$ cat src/rtl/iob_vexriscv_bus_merge_pkg.sv
// Shared width helpers for the VexRiscv native bus merge.
// Packing: request {valid, addr, wdata, wstrb}, response {rdata, ready}.
package iob_vexriscv_bus_merge_pkg;

  function automatic int req_width(input int addr_w, input int data_w);
    return 1 + addr_w + data_w + data_w / 8;
  endfunction

  function automatic int resp_width(input int data_w);
    return data_w + 1;
  endfunction

endpackage

$ cat src/rtl/iob_vexriscv_bus_merge_arb.sv
// Two-requester round-robin grant; requester A wins the first tie after reset.
// Reusable for any 2:1 merge: grants only while en_i is high.
module iob_rr_arb2 (
  input  logic clk,
  input  logic rst_n,
  input  logic en_i,
  input  logic req_a_i,
  input  logic req_b_i,
  output logic gnt_a_o,
  output logic gnt_b_o
);

  logic last_b_q, last_b_d;

  assign gnt_a_o = en_i & req_a_i & (~req_b_i | last_b_q);
  assign gnt_b_o = en_i & req_b_i & (~req_a_i | ~last_b_q);

  always_comb begin
    last_b_d = last_b_q;
    if (gnt_a_o)      last_b_d = 1'b0;
    else if (gnt_b_o) last_b_d = 1'b1;
  end

  always_ff @(posedge clk or negedge rst_n) begin
    if (!rst_n) last_b_q <= 1'b1;
    else        last_b_q <= last_b_d;
  end

endmodule

$ cat src/rtl/iob_vexriscv_bus_merge.sv
// Merges VexRiscv ibus/dbus onto one memory port, one transaction outstanding.
// Optional slave-response watchdog: define IOB_BUS_MERGE_TIMEOUT_EN.
module iob_vexriscv_bus_merge
  import iob_vexriscv_bus_merge_pkg::*;
#(
  parameter int ADDR_W      = 32,
  parameter int DATA_W      = 32,
  parameter int REQ_W       = req_width(ADDR_W, DATA_W),
  parameter int RESP_W      = resp_width(DATA_W),
  parameter int TIMEOUT_CYC = 1024
) (
  input  logic              clk,
  input  logic              rst,
  input  logic [REQ_W-1:0]  ibus_req,
  output logic [RESP_W-1:0] ibus_resp,
  input  logic [REQ_W-1:0]  dbus_req,
  output logic [RESP_W-1:0] dbus_resp,
  output logic [REQ_W-1:0]  mem_req,
  input  logic [RESP_W-1:0] mem_resp,
  output logic              busy,
  output logic              timeout_err
);

  localparam logic [1:0] ST_IDLE  = 2'd0;
  localparam logic [1:0] ST_OWN_D = 2'd1;
  localparam logic [1:0] ST_OWN_I = 2'd2;

  if (TIMEOUT_CYC < 2) begin : g_bad_timeout
    $error("TIMEOUT_CYC must be at least 2");
  end

  logic [1:0]        state_q, state_d;
  logic [REQ_W-1:0]  req_q, req_d;
  logic [RESP_W-1:0] owner_resp;
  logic              arb_en, gnt_d, gnt_i, mem_rdy, expire, done;

  assign arb_en  = (state_q == ST_IDLE);
  assign busy    = (state_q != ST_IDLE);
  assign mem_rdy = mem_resp[0];

  // dbus is requester A so it takes the first tie after reset
  iob_rr_arb2 u_arb (
    .clk     (clk),
    .rst_n   (rst),
    .en_i    (arb_en),
    .req_a_i (dbus_req[REQ_W-1]),
    .req_b_i (ibus_req[REQ_W-1]),
    .gnt_a_o (gnt_d),
    .gnt_b_o (gnt_i)
  );

`ifdef IOB_BUS_MERGE_TIMEOUT_EN
  localparam int CNT_W = $clog2(TIMEOUT_CYC) + 1;

  logic [CNT_W-1:0] cnt_q, cnt_d;
  logic             err_q, err_d;

  // A real ready in the expiry cycle wins over the watchdog
  assign expire = busy && !mem_rdy && (cnt_q == CNT_W'(TIMEOUT_CYC - 1));

  always_comb begin
    cnt_d = busy ? cnt_q + 1'b1 : '0;
    err_d = err_q | expire;
  end

  always_ff @(posedge clk or negedge rst) begin
    if (!rst) begin
      cnt_q <= '0;
      err_q <= 1'b0;
    end else begin
      cnt_q <= cnt_d;
      err_q <= err_d;
    end
  end

  assign timeout_err = err_q;
`else
  assign expire      = 1'b0;
  assign timeout_err = 1'b0;
`endif

  assign done = busy && (mem_rdy || expire);

  always_comb begin
    owner_resp = '0;
    if (done) owner_resp = mem_rdy ? mem_resp : RESP_W'(1);
  end

  assign dbus_resp = (state_q == ST_OWN_D) ? owner_resp : '0;
  assign ibus_resp = (state_q == ST_OWN_I) ? owner_resp : '0;
  assign mem_req   = busy ? req_q : '0;

  always_comb begin
    state_d = state_q;
    req_d   = req_q;
    case (state_q)
      ST_IDLE: begin
        if (gnt_d) begin
          state_d = ST_OWN_D;
          req_d   = dbus_req;
        end else if (gnt_i) begin
          state_d = ST_OWN_I;
          req_d   = ibus_req;
        end
      end
      ST_OWN_D, ST_OWN_I: begin
        if (done) begin
          state_d          = ST_IDLE;
          req_d[REQ_W-1]   = 1'b0;
        end
      end
      default: state_d = ST_IDLE;
    endcase
  end

  always_ff @(posedge clk or negedge rst) begin
    if (!rst) begin
      state_q <= ST_IDLE;
      req_q   <= '0;
    end else begin
      state_q <= state_d;
      req_q   <= req_d;
    end
  end

endmodule

$ cat config.mk
export PLATFORM = sky130hd
export DESIGN_NAME = iob_vexriscv_bus_merge
export DESIGN_NICKNAME = d
export VERILOG_FILES = /design/src/rtl/iob_vexriscv_bus_merge_pkg.sv /design/src/rtl/iob_vexriscv_bus_merge_arb.sv /design/src/rtl/iob_vexriscv_bus_merge.sv
export SDC_FILE = /design/constraint.sdc
export NUM_CORES = 1
export LEC_CHECK = 0
export BUFFER_PORTS_ARGS = -buffer_cell sky130_fd_sc_hd__buf_2
export CAP_MARGIN = 20
export CORE_AREA = 2 2 121 123
export DETAILED_ROUTE_END_ITERATION = 8
export DIE_AREA = 0 0 123 125
export GPL_ROUTABILITY_DRIVEN = 0
export HOLD_SLACK_MARGIN = 0.03
export PLACE_DENSITY = 0.68
export SLEW_MARGIN = 20
export SYNTH_ARGS = -nofsm -noshare
export SYNTH_HDL_FRONTEND = slang
export SYNTH_HIERARCHICAL = 1
export SYNTH_SLANG_ARGS = --single-unit
$ cat constraint.sdc
create_clock -name clk -period 1.75 [get_ports clk]
set_input_delay 0.35 -clock clk [delete_from_list [all_inputs] [get_ports clk]]
set_output_delay 0.35 -clock clk [all_outputs]
set_load 0.02 [all_outputs]
-- Word level (Yosys, flattened, before mapping)
Index checks and enable logic that the tools add are counted.
- flip-flop bits (word level): 72
- input bits: 173
- output and inout port bits: 137
- word-level logic and storage cells: 41
- eq/ne operators: 4
- muxes and demuxes: 15
- bitwise logic cells: 9
- reductions and logical operators: 9
- operators by type and width (kind ; number):
    two-way mux 69 bit ; 3
    two-way mux 33 bit ; 4
    two-way mux 2 bit ; 3
    nonzero test 2 bit ; 3
    bitwise AND 1 bit ; 4
    one-hot mux 2 bit (2 select lines) ; 1
    AND reduction 2 bit ; 2
    two-way mux 1 bit ; 3
    != test 3 bit (second input constant) ; 1
    inverter 1 bit ; 3
    AND reduction 3 bit ; 1
    equality test 2 x 1 -> 1 bit (second input constant) ; 1
    equality test 2 bit (second input constant) ; 1
    zero test 2 bit ; 1
    != test 2 bit (second input constant) ; 1
    OR 1 bit ; 2
    one-hot mux 1 bit (2 select lines) ; 1
    OR reduction 2 bit ; 1
    logical AND 1 bit ; 1

-- Logic depth before layout (Yosys ltp)
Gate-level depths: netlist of the first run.
- depth in word-level cells: 6
- gate-level depth with buffers: 9
- depth with buffers taken out: 7

-- Modules after synthesis
The synthesis of the first run kept the hierarchy.
- by module, submodules not included (module ; instances ; cells an instance ; area each (sq um) ; sequential area each (sq um)):
    iob_vexriscv_bus_merge ; 1 ; 470 ; 4330.4 ; 1776.7
    iob_rr_arb2 ; 1 ; 8 ; 62.6 ; 26.3

-- Least setup slack after synthesis of the first run
Ideal clock, no wire load.
- path kind: register to output
- from: reg state_q[0]
- to: out dbus_resp[22]
- arrival: 1.514 ns
- data required time: 1.400 ns
- path slack: -0.114 ns
- cell stages (with the launch flop): 7
- path buffers: 2
- cell sequence: dfrtp_1 > inv_1 > ha_1 > buf_4 > and3b_1 > buf_2 > and2_1
- longest elaborated chain between the ends: 4
- elaborated cells between the ends (all ways): 5
- classes of those cells: eq/ne: 1; mux: 2; reduce/logical: 2
- ends and longest elaborated chain (element ; RTL line ; source):
    start: declaration ; iob_vexriscv_bus_merge.sv:32 ; logic [1:0] state_q, state_d;
    start signal: assignment ; iob_vexriscv_bus_merge.sv:121 ; state_q <= state_d;
    nonzero test 2 bit ; iob_vexriscv_bus_merge.sv:38 ; assign busy = (state_q != ST_IDLE);
    logical AND 1 bit ; iob_vexriscv_bus_merge.sv:82 ; assign done = busy && (mem_rdy || expire);
    two-way mux 33 bit ; iob_vexriscv_bus_merge.sv:86 ; if (done) owner_resp = mem_rdy ? mem_resp : RESP_W'(1);
    two-way mux 33 bit (*) ; iob_vexriscv_bus_merge.sv:89 ; assign dbus_resp = (state_q == ST_OWN_D) ? owner_resp : '0;
    end: declaration ; iob_vexriscv_bus_merge.sv:17 ; output logic [RESP_W-1:0] dbus_resp,
Every way passes the cells marked *; elsewhere a longest branch is shown, timed or not.

-- Worst setup path after layout of the first run
- from: reg state_q[1]
- to: out dbus_resp[23]
The elaborated chain is that of the path after synthesis.

==> results.json, run 1 <==
{
  "status": "complete, but fails checks",
  "violations": "negative setup slack",
  "dr.pass1.iters": 4,
  "core_region_area_um2": 14200,
  "grt_pass1_wl_um": 23900,
  "synth-seq-cells": 72,
  "fmax_mhz": 475,
  "power_density_nw_per_um2": 2020,
  "period_minus_slack_ns": 2.11,
  "setup_viol": 206,
  "dieHeight_um": 125,
  "numPortBuffers": 308,
  "num_io_pins": 310,
  "numCtsBuffers": 9,
  "synthArstFlopShare": 1.00,
  "startpoint": "state_q[1]",
  "grtUsageTotal": 0.201,
  "grt_start_max_net_pins": 37,
  "period_share": 1.20,
  "wl_um": 19100,
  "worstSetupEndpointType": "output port",
  "p_total_uw": 18100,
  "synth_area_leaders": "dfrtp_1 (40%), mux2i_1 (15%), nor2b_1 (9.8%)",
  "yosysTopAreaCellShare": 0.404,
  "nets": 1014,
  "power.leakage_uw": 0.00451,
  "area_growth_pct": 105,
  "critPathLaunchType": "register",
  "ys_types": 29,
  "wire_per_inst_um": 18.6,
  "drtIter0Drc": 166,
  "dp_hpwl_um": 10100,
  "start_util": 0.309,
  "cts_root_buf": "clkbuf_16",
  "cts.clk_slew.worst_paths_ns": 0.06,
  "cts_tree": "yes",
  "finalSetupTns_ns": -53.31,
  "rsz0062_at_grt": "true",
  "layout-drive-gt1-share": 0.704,
  "ys_warn_count": 6,
  "syn-instance-count": 478,
  "synth_common_cells": "dfrtp_1 (71), nand2_1 (70), nor2b_1 (69)",
  "synth_area_um2": 4390,
  "hold_class": "input pin to register",
  "synth_edf_count": 0,
  "die_w_um": 123,
  "drtAntennaViolNets": 0,
  "dieArea_um2": 15400,
  "yosysMostFrequentCell": "dfrtp_1",
  "setup_slack_ns": -0.357,
  "clock_path_buffers": 2,
  "min_from": "ibus_req[39]",
  "cts.sinks": 72,
  "via_per_inst": 4.77,
  "drc": 0,
  "core.rowCount": 44,
  "utilization": 0.633,
  "synth_top_area_cell": "dfrtp_1",
  "synth_nets": 655,
  "drv_slew": 0,
  "crit_path_max_fanout": 15,
  "htree_levels": 3,
  "grt-ovfl-total": 0,
  "diodes": 0,
  "reg2reg_depth": 13,
  "antenna_found_initial": 0,
  "crit_end": "dbus_resp[23]",
  "fin_worst_skew_ns": 0.00721,
  "worst_ep_required_time_ns": 1.40,
  "r2r_start": "state_q[0]",
  "critPathKind": "register to output port",
  "grt_pass1_vias": 4583,
  "peakVddDrop_mv": 0.962,
  "hold_viol": 0,
  "vias": 4894,
  "rrSetupSlack_ns": -0.32,
  "arrival_ns": 1.76,
  "synth_flop_cell": "dfrtp_1",
  "r2r-end": "req_q[56]",
  "avgSynthCellArea_um2": 9.19,
  "drv_cap": 0,
  "clkLatencyLatePin_ns": 0.33,
  "synth_seq_area_share": 0.410
}
## cell type report
type	count	area, µm²
timing repair buffer	385	3430
sequential	72	1800
clock buffer	10	229
clock inverter	5	106
tap	184	230
fill	1170	5210
inverter	7	26.3
multi-input combinational	362	3160
## what timing repair did
action / in CTS / in global routing
gates resized for setup: 194 / 258
hold buffers: 1 / 0
cloned: 16 / 21
endpoints found under the setup margin: 206 / 207
hold endpoints to repair: 25 / 0
pin swaps: 10 / 65
buffers inserted: 11 / 19
## report_power, final
| group | switching (µW) | leakage, µW | total (µW) | internal (µW) |
|---|---|---|---|---|
| Combinational | 6230 | 0.00346 | 12900 | 6700 |
| Sequential | 565 | 0.000889 | 3090 | 2520 |
| Clock | 723 | 0.000159 | 2110 | 1390 |
## routing by layer
| layer | vias up | part of all wire | global-route usage |
|---|---|---|---|
| met5 | - | 0 | 0 |
| met3 | 21 | 0.068 | 0.0370 |
| li1 | 2301 | - | - |
| met2 | 224 | 0.54 | 0.376 |
| met4 | 0 | 0.013 | 0.0501 |
| met1 | 2348 | 0.38 | 0.233 |
## cells in the final DEF (no fill, tap or decap), types with 10 or more instances in the layout
master,n
buf_4,45
dfrtp_1,71
nand2_1,40
and2_4,51
nand2_2,10
o21ai_1,18
buf_12,19
nor2b_4,32
nand2_4,20
nor2b_1,36
buf_2,205
clkbuf_16,24
o21ai_2,49
buf_6,88
mux2i_1,67
## per-stage QoR
step / instances / hold slack [ns] / worst slack (ns) / area [µm²]
4_1_cts: 994 / 0.280 / -0.346 / 7760
3_5_place_dp: 951 / 0.299 / -0.131 / 6320
2_1_floorplan: 478 / 0.0544 / -0.00218 / 4580
3_3_place_gp: 951 / 0.302 / -0.0389 / 6320
6_report: 1025 / 0.295 / -0.357 / 8990
5_1_grt: 1025 / 0.307 / -0.422 / 8990
## worst min-delay path by stage
stage / slack (ns) / depth (start not counted) / endpoint
floorplan: 0.05 / 0 / req_q[0]
global placement: 0.30 / 1 / req_q[24]
detailed placement: 0.30 / 1 / req_q[26]
CTS: 0.28 / 3 / req_q[2]
global route: 0.31 / 3 / req_q[14]
finish: 0.30 / 3 / req_q[39]
## logic make-up (layout without fill, tap and decap cells)
logic type	after synthesis	after routing	share of synthesized area
multiplexers	68	68	0.155
buffers and inverters	44	407	0.0644
AND/OR/NAND/NOR	209	209	0.258
other	1	1	0.000854
flip-flops	72	72	0.410
AO/OA/AOI/OAI	80	80	0.100
adder cells (fa/ha/maj)	4	4	0.0114
## flip-flops by register name (all words and copies together) (netlist names)
register        flops
req_q              69
u_arb/last_b_q      1
state_q             2
## worst max-delay path, stage by stage, from the launching register on
cell and delay [ns]:
dfrtp_1 0.41, inv_2 0.11, ha_2 0.20, and3b_2 0.25
clkbuf_16 0.19, and2_4 0.16, buf_6 0.11
No activity file was read; power rests on OpenSTA's default activity.
==> inputs of run 2 (changes only) <==
- MAX_ROUTING_LAYER: not set -> met4
==> run 2 against run 1 <==
Hold slack barely moved; setup slack about the same; the run still ends with negative setup slack left; routed wire length is 0.30% higher; critical endpoint is now dbus_resp[30]; sequential share of layout area shrank 0.058 points.
==> results.json, run 2 (synthesis gave the netlist of run 1 again) <==
{
  "clock_path_buffers": 2,
  "die_w_um": 123,
  "grt_start_max_net_pins": 37,
  "critPathLaunchType": "register",
  "num_io_pins": 310,
  "final_common_cell": "buf_2",
  "dieHeight_um": 125,
  "worstSetupEndpointType": "output port",
  "via_per_inst": 4.79,
  "wl_um": 19100,
  "grt-ovfl-total": 0,
  "regMostFlops": "req_q",
  "grtUsageTotal": 0.207,
  "grt_pass1_vias": 4582,
  "arrival_ns": 1.76,
  "area_growth_pct": 105,
  "crit_path_max_fanout": 16,
  "slowest_delay_ns": 0.41,
  "top_regs": "req_q: 69 flops, state_q: 2 flops, u_arb/last_b_q: 1 flops",
  "setup_viol": 207,
  "setup_slack_ns": -0.357,
  "crit_chain": "inv_2 > ha_2 > and3b_2 > buf_12 > and2_2 > buf_6",
  "dp_hpwl_um": 10100,
  "htree_levels": 3,
  "reg2reg_depth": 13,
  "antenna_found_initial": 0,
  "layout-drive-gt1-share": 0.711,
  "dr.pass1.iters": 4,
  "hold_class": "input pin to register",
  "vias": 4914,
  "drv_slew": 0,
  "drv_cap": 0,
  "wire_per_inst_um": 18.7,
  "dieArea_um2": 15400,
  "cts_root_buf": "clkbuf_16",
  "critPathKind": "register to output port",
  "grt_pass1_wl_um": 23900,
  "hold_path_depth": 3,
  "cp_slowest_cell": "dfrtp_1",
  "violations": "negative setup slack",
  "hold_viol": 0,
  "numCtsBuffers": 9,
  "power.leakage_uw": 0.00452,
  "clkLatencyLatePin_ns": 0.33,
  "fin_worst_skew_ns": 0.00762,
  "largest_register_ffs": 69,
  "cts.sinks": 72,
  "core_region_area_um2": 14200,
  "cts.clk_slew.worst_paths_ns": 0.06,
  "core.rowCount": 44,
  "crit_family": "simple AND/OR/NAND/NOR gates",
  "drtIter0Drc": 170,
  "drc": 0,
  "fmax_mhz": 475,
  "diodes": 0,
  "path_buf_inv": 3,
  "worst_ep_required_time_ns": 1.40,
  "cts_tree": "yes",
  "start_util": 0.309,
  "status": "complete, but fails checks",
  "numPortBuffers": 308,
  "rsz0062_at_grt": "true",
  "period_minus_slack_ns": 2.11,
  "peakVddDrop_mv": 0.956,
  "layout_common_cells": "buf_2 (205), buf_6 (89), dfrtp_1 (71)",
  "cp.depth": 6,
  "nets": 1014,
  "pre_cts_slack_ns": -0.131,
  "hold_slack_ns": 0.295,
  "power_density_nw_per_um2": 2020,
  "period_share": 1.20,
  "drtAntennaViolNets": 0
}
==> run 2: cell types whose count changed in the layout (fill, tap and decap cells not counted) <==
cell	change
buf_4	-2
buf_6	+1
clkbuf_4	+1
inv_1	+1
inv_2	-1
nand2_1	-3
nand2_2	+3
o21ai_1	-4
o21ai_2	+4
==> run 2: final timing paths <==
path | from | to | slack, ns
setup / recovery | state_q[1] | dbus_resp[30] | -0.36
hold reg to reg | req_q[66] | req_q[66] | 0.47
min in group asynchronous | rst | req_q[26] | 0.49
setup reg to reg | state_q[1] | req_q[9] | -0.32
max in group asynchronous | rst | req_q[63] | 0.72
hold / removal | ibus_req[39] | req_q[39] | 0.29
==> run 2: worst register-to-register path: cells and delay by family (launching register included) <==
kind	cells	cell delay [ns]
buffers and inverters	7	0.96
flip-flops	1	0.41
AND/OR/NAND/NOR	2	0.10
AO/OA/AOI/OAI	3	0.32
adder cells (fa/ha/maj)	1	0.15
==> run 2: power breakdown <==
group	switching (µW)	internal, µW	leakage, µW
Clock	718	1390	0.000159
Combinational	6260	6730	0.00347
Sequential	572	2520	0.000889
Total	7550	10600	0.00452
==> run 2: timing repair <==
| item | 4_1_cts | 5_1_grt |
|---|---|---|
| pin swaps | 10 | 67 |
| hold buffers | 1 | 0 |
| endpoints found under the hold margin | 25 | 0 |
| setup buffers | 11 | 19 |
| resized for setup | 194 | 264 |
| endpoints found under the setup margin | 206 | 207 |
| cloned | 16 | 21 |
==> run 2: final cells by class <==
type	count	area (µm²)
fill	1163	5190
clock inverter	5	106
inverter	7	26.3
timing repair buffer	385	3430
multi-input combinational	362	3190
sequential	72	1800
clock buffer	10	229
tap	184	230
==> run 2: per-stage QoR <==
stage               total power (µW)  std cells  utilization  TNS [ns]  area (µm²)
floorplan                       7530        478            -   -0.0337        4580
global placement                9270        951        0.445    -0.574        6320
detailed placement              9410        951        0.445     -6.05        6320
CTS                            14800        994        0.546    -53.68        7760
global route                   19100       1025        0.635    -69.92        9020
finish                         18200       1025        0.635    -53.28        9020
==> run 2: routing by layer <==
layer  vias up  track usage  share of wire
met3        14       0.0315          0.061
met5         -            -              0
met1      2388        0.236           0.38
met2       212        0.376           0.55
met4         0       0.0501         0.0098
li1       2300            -              -
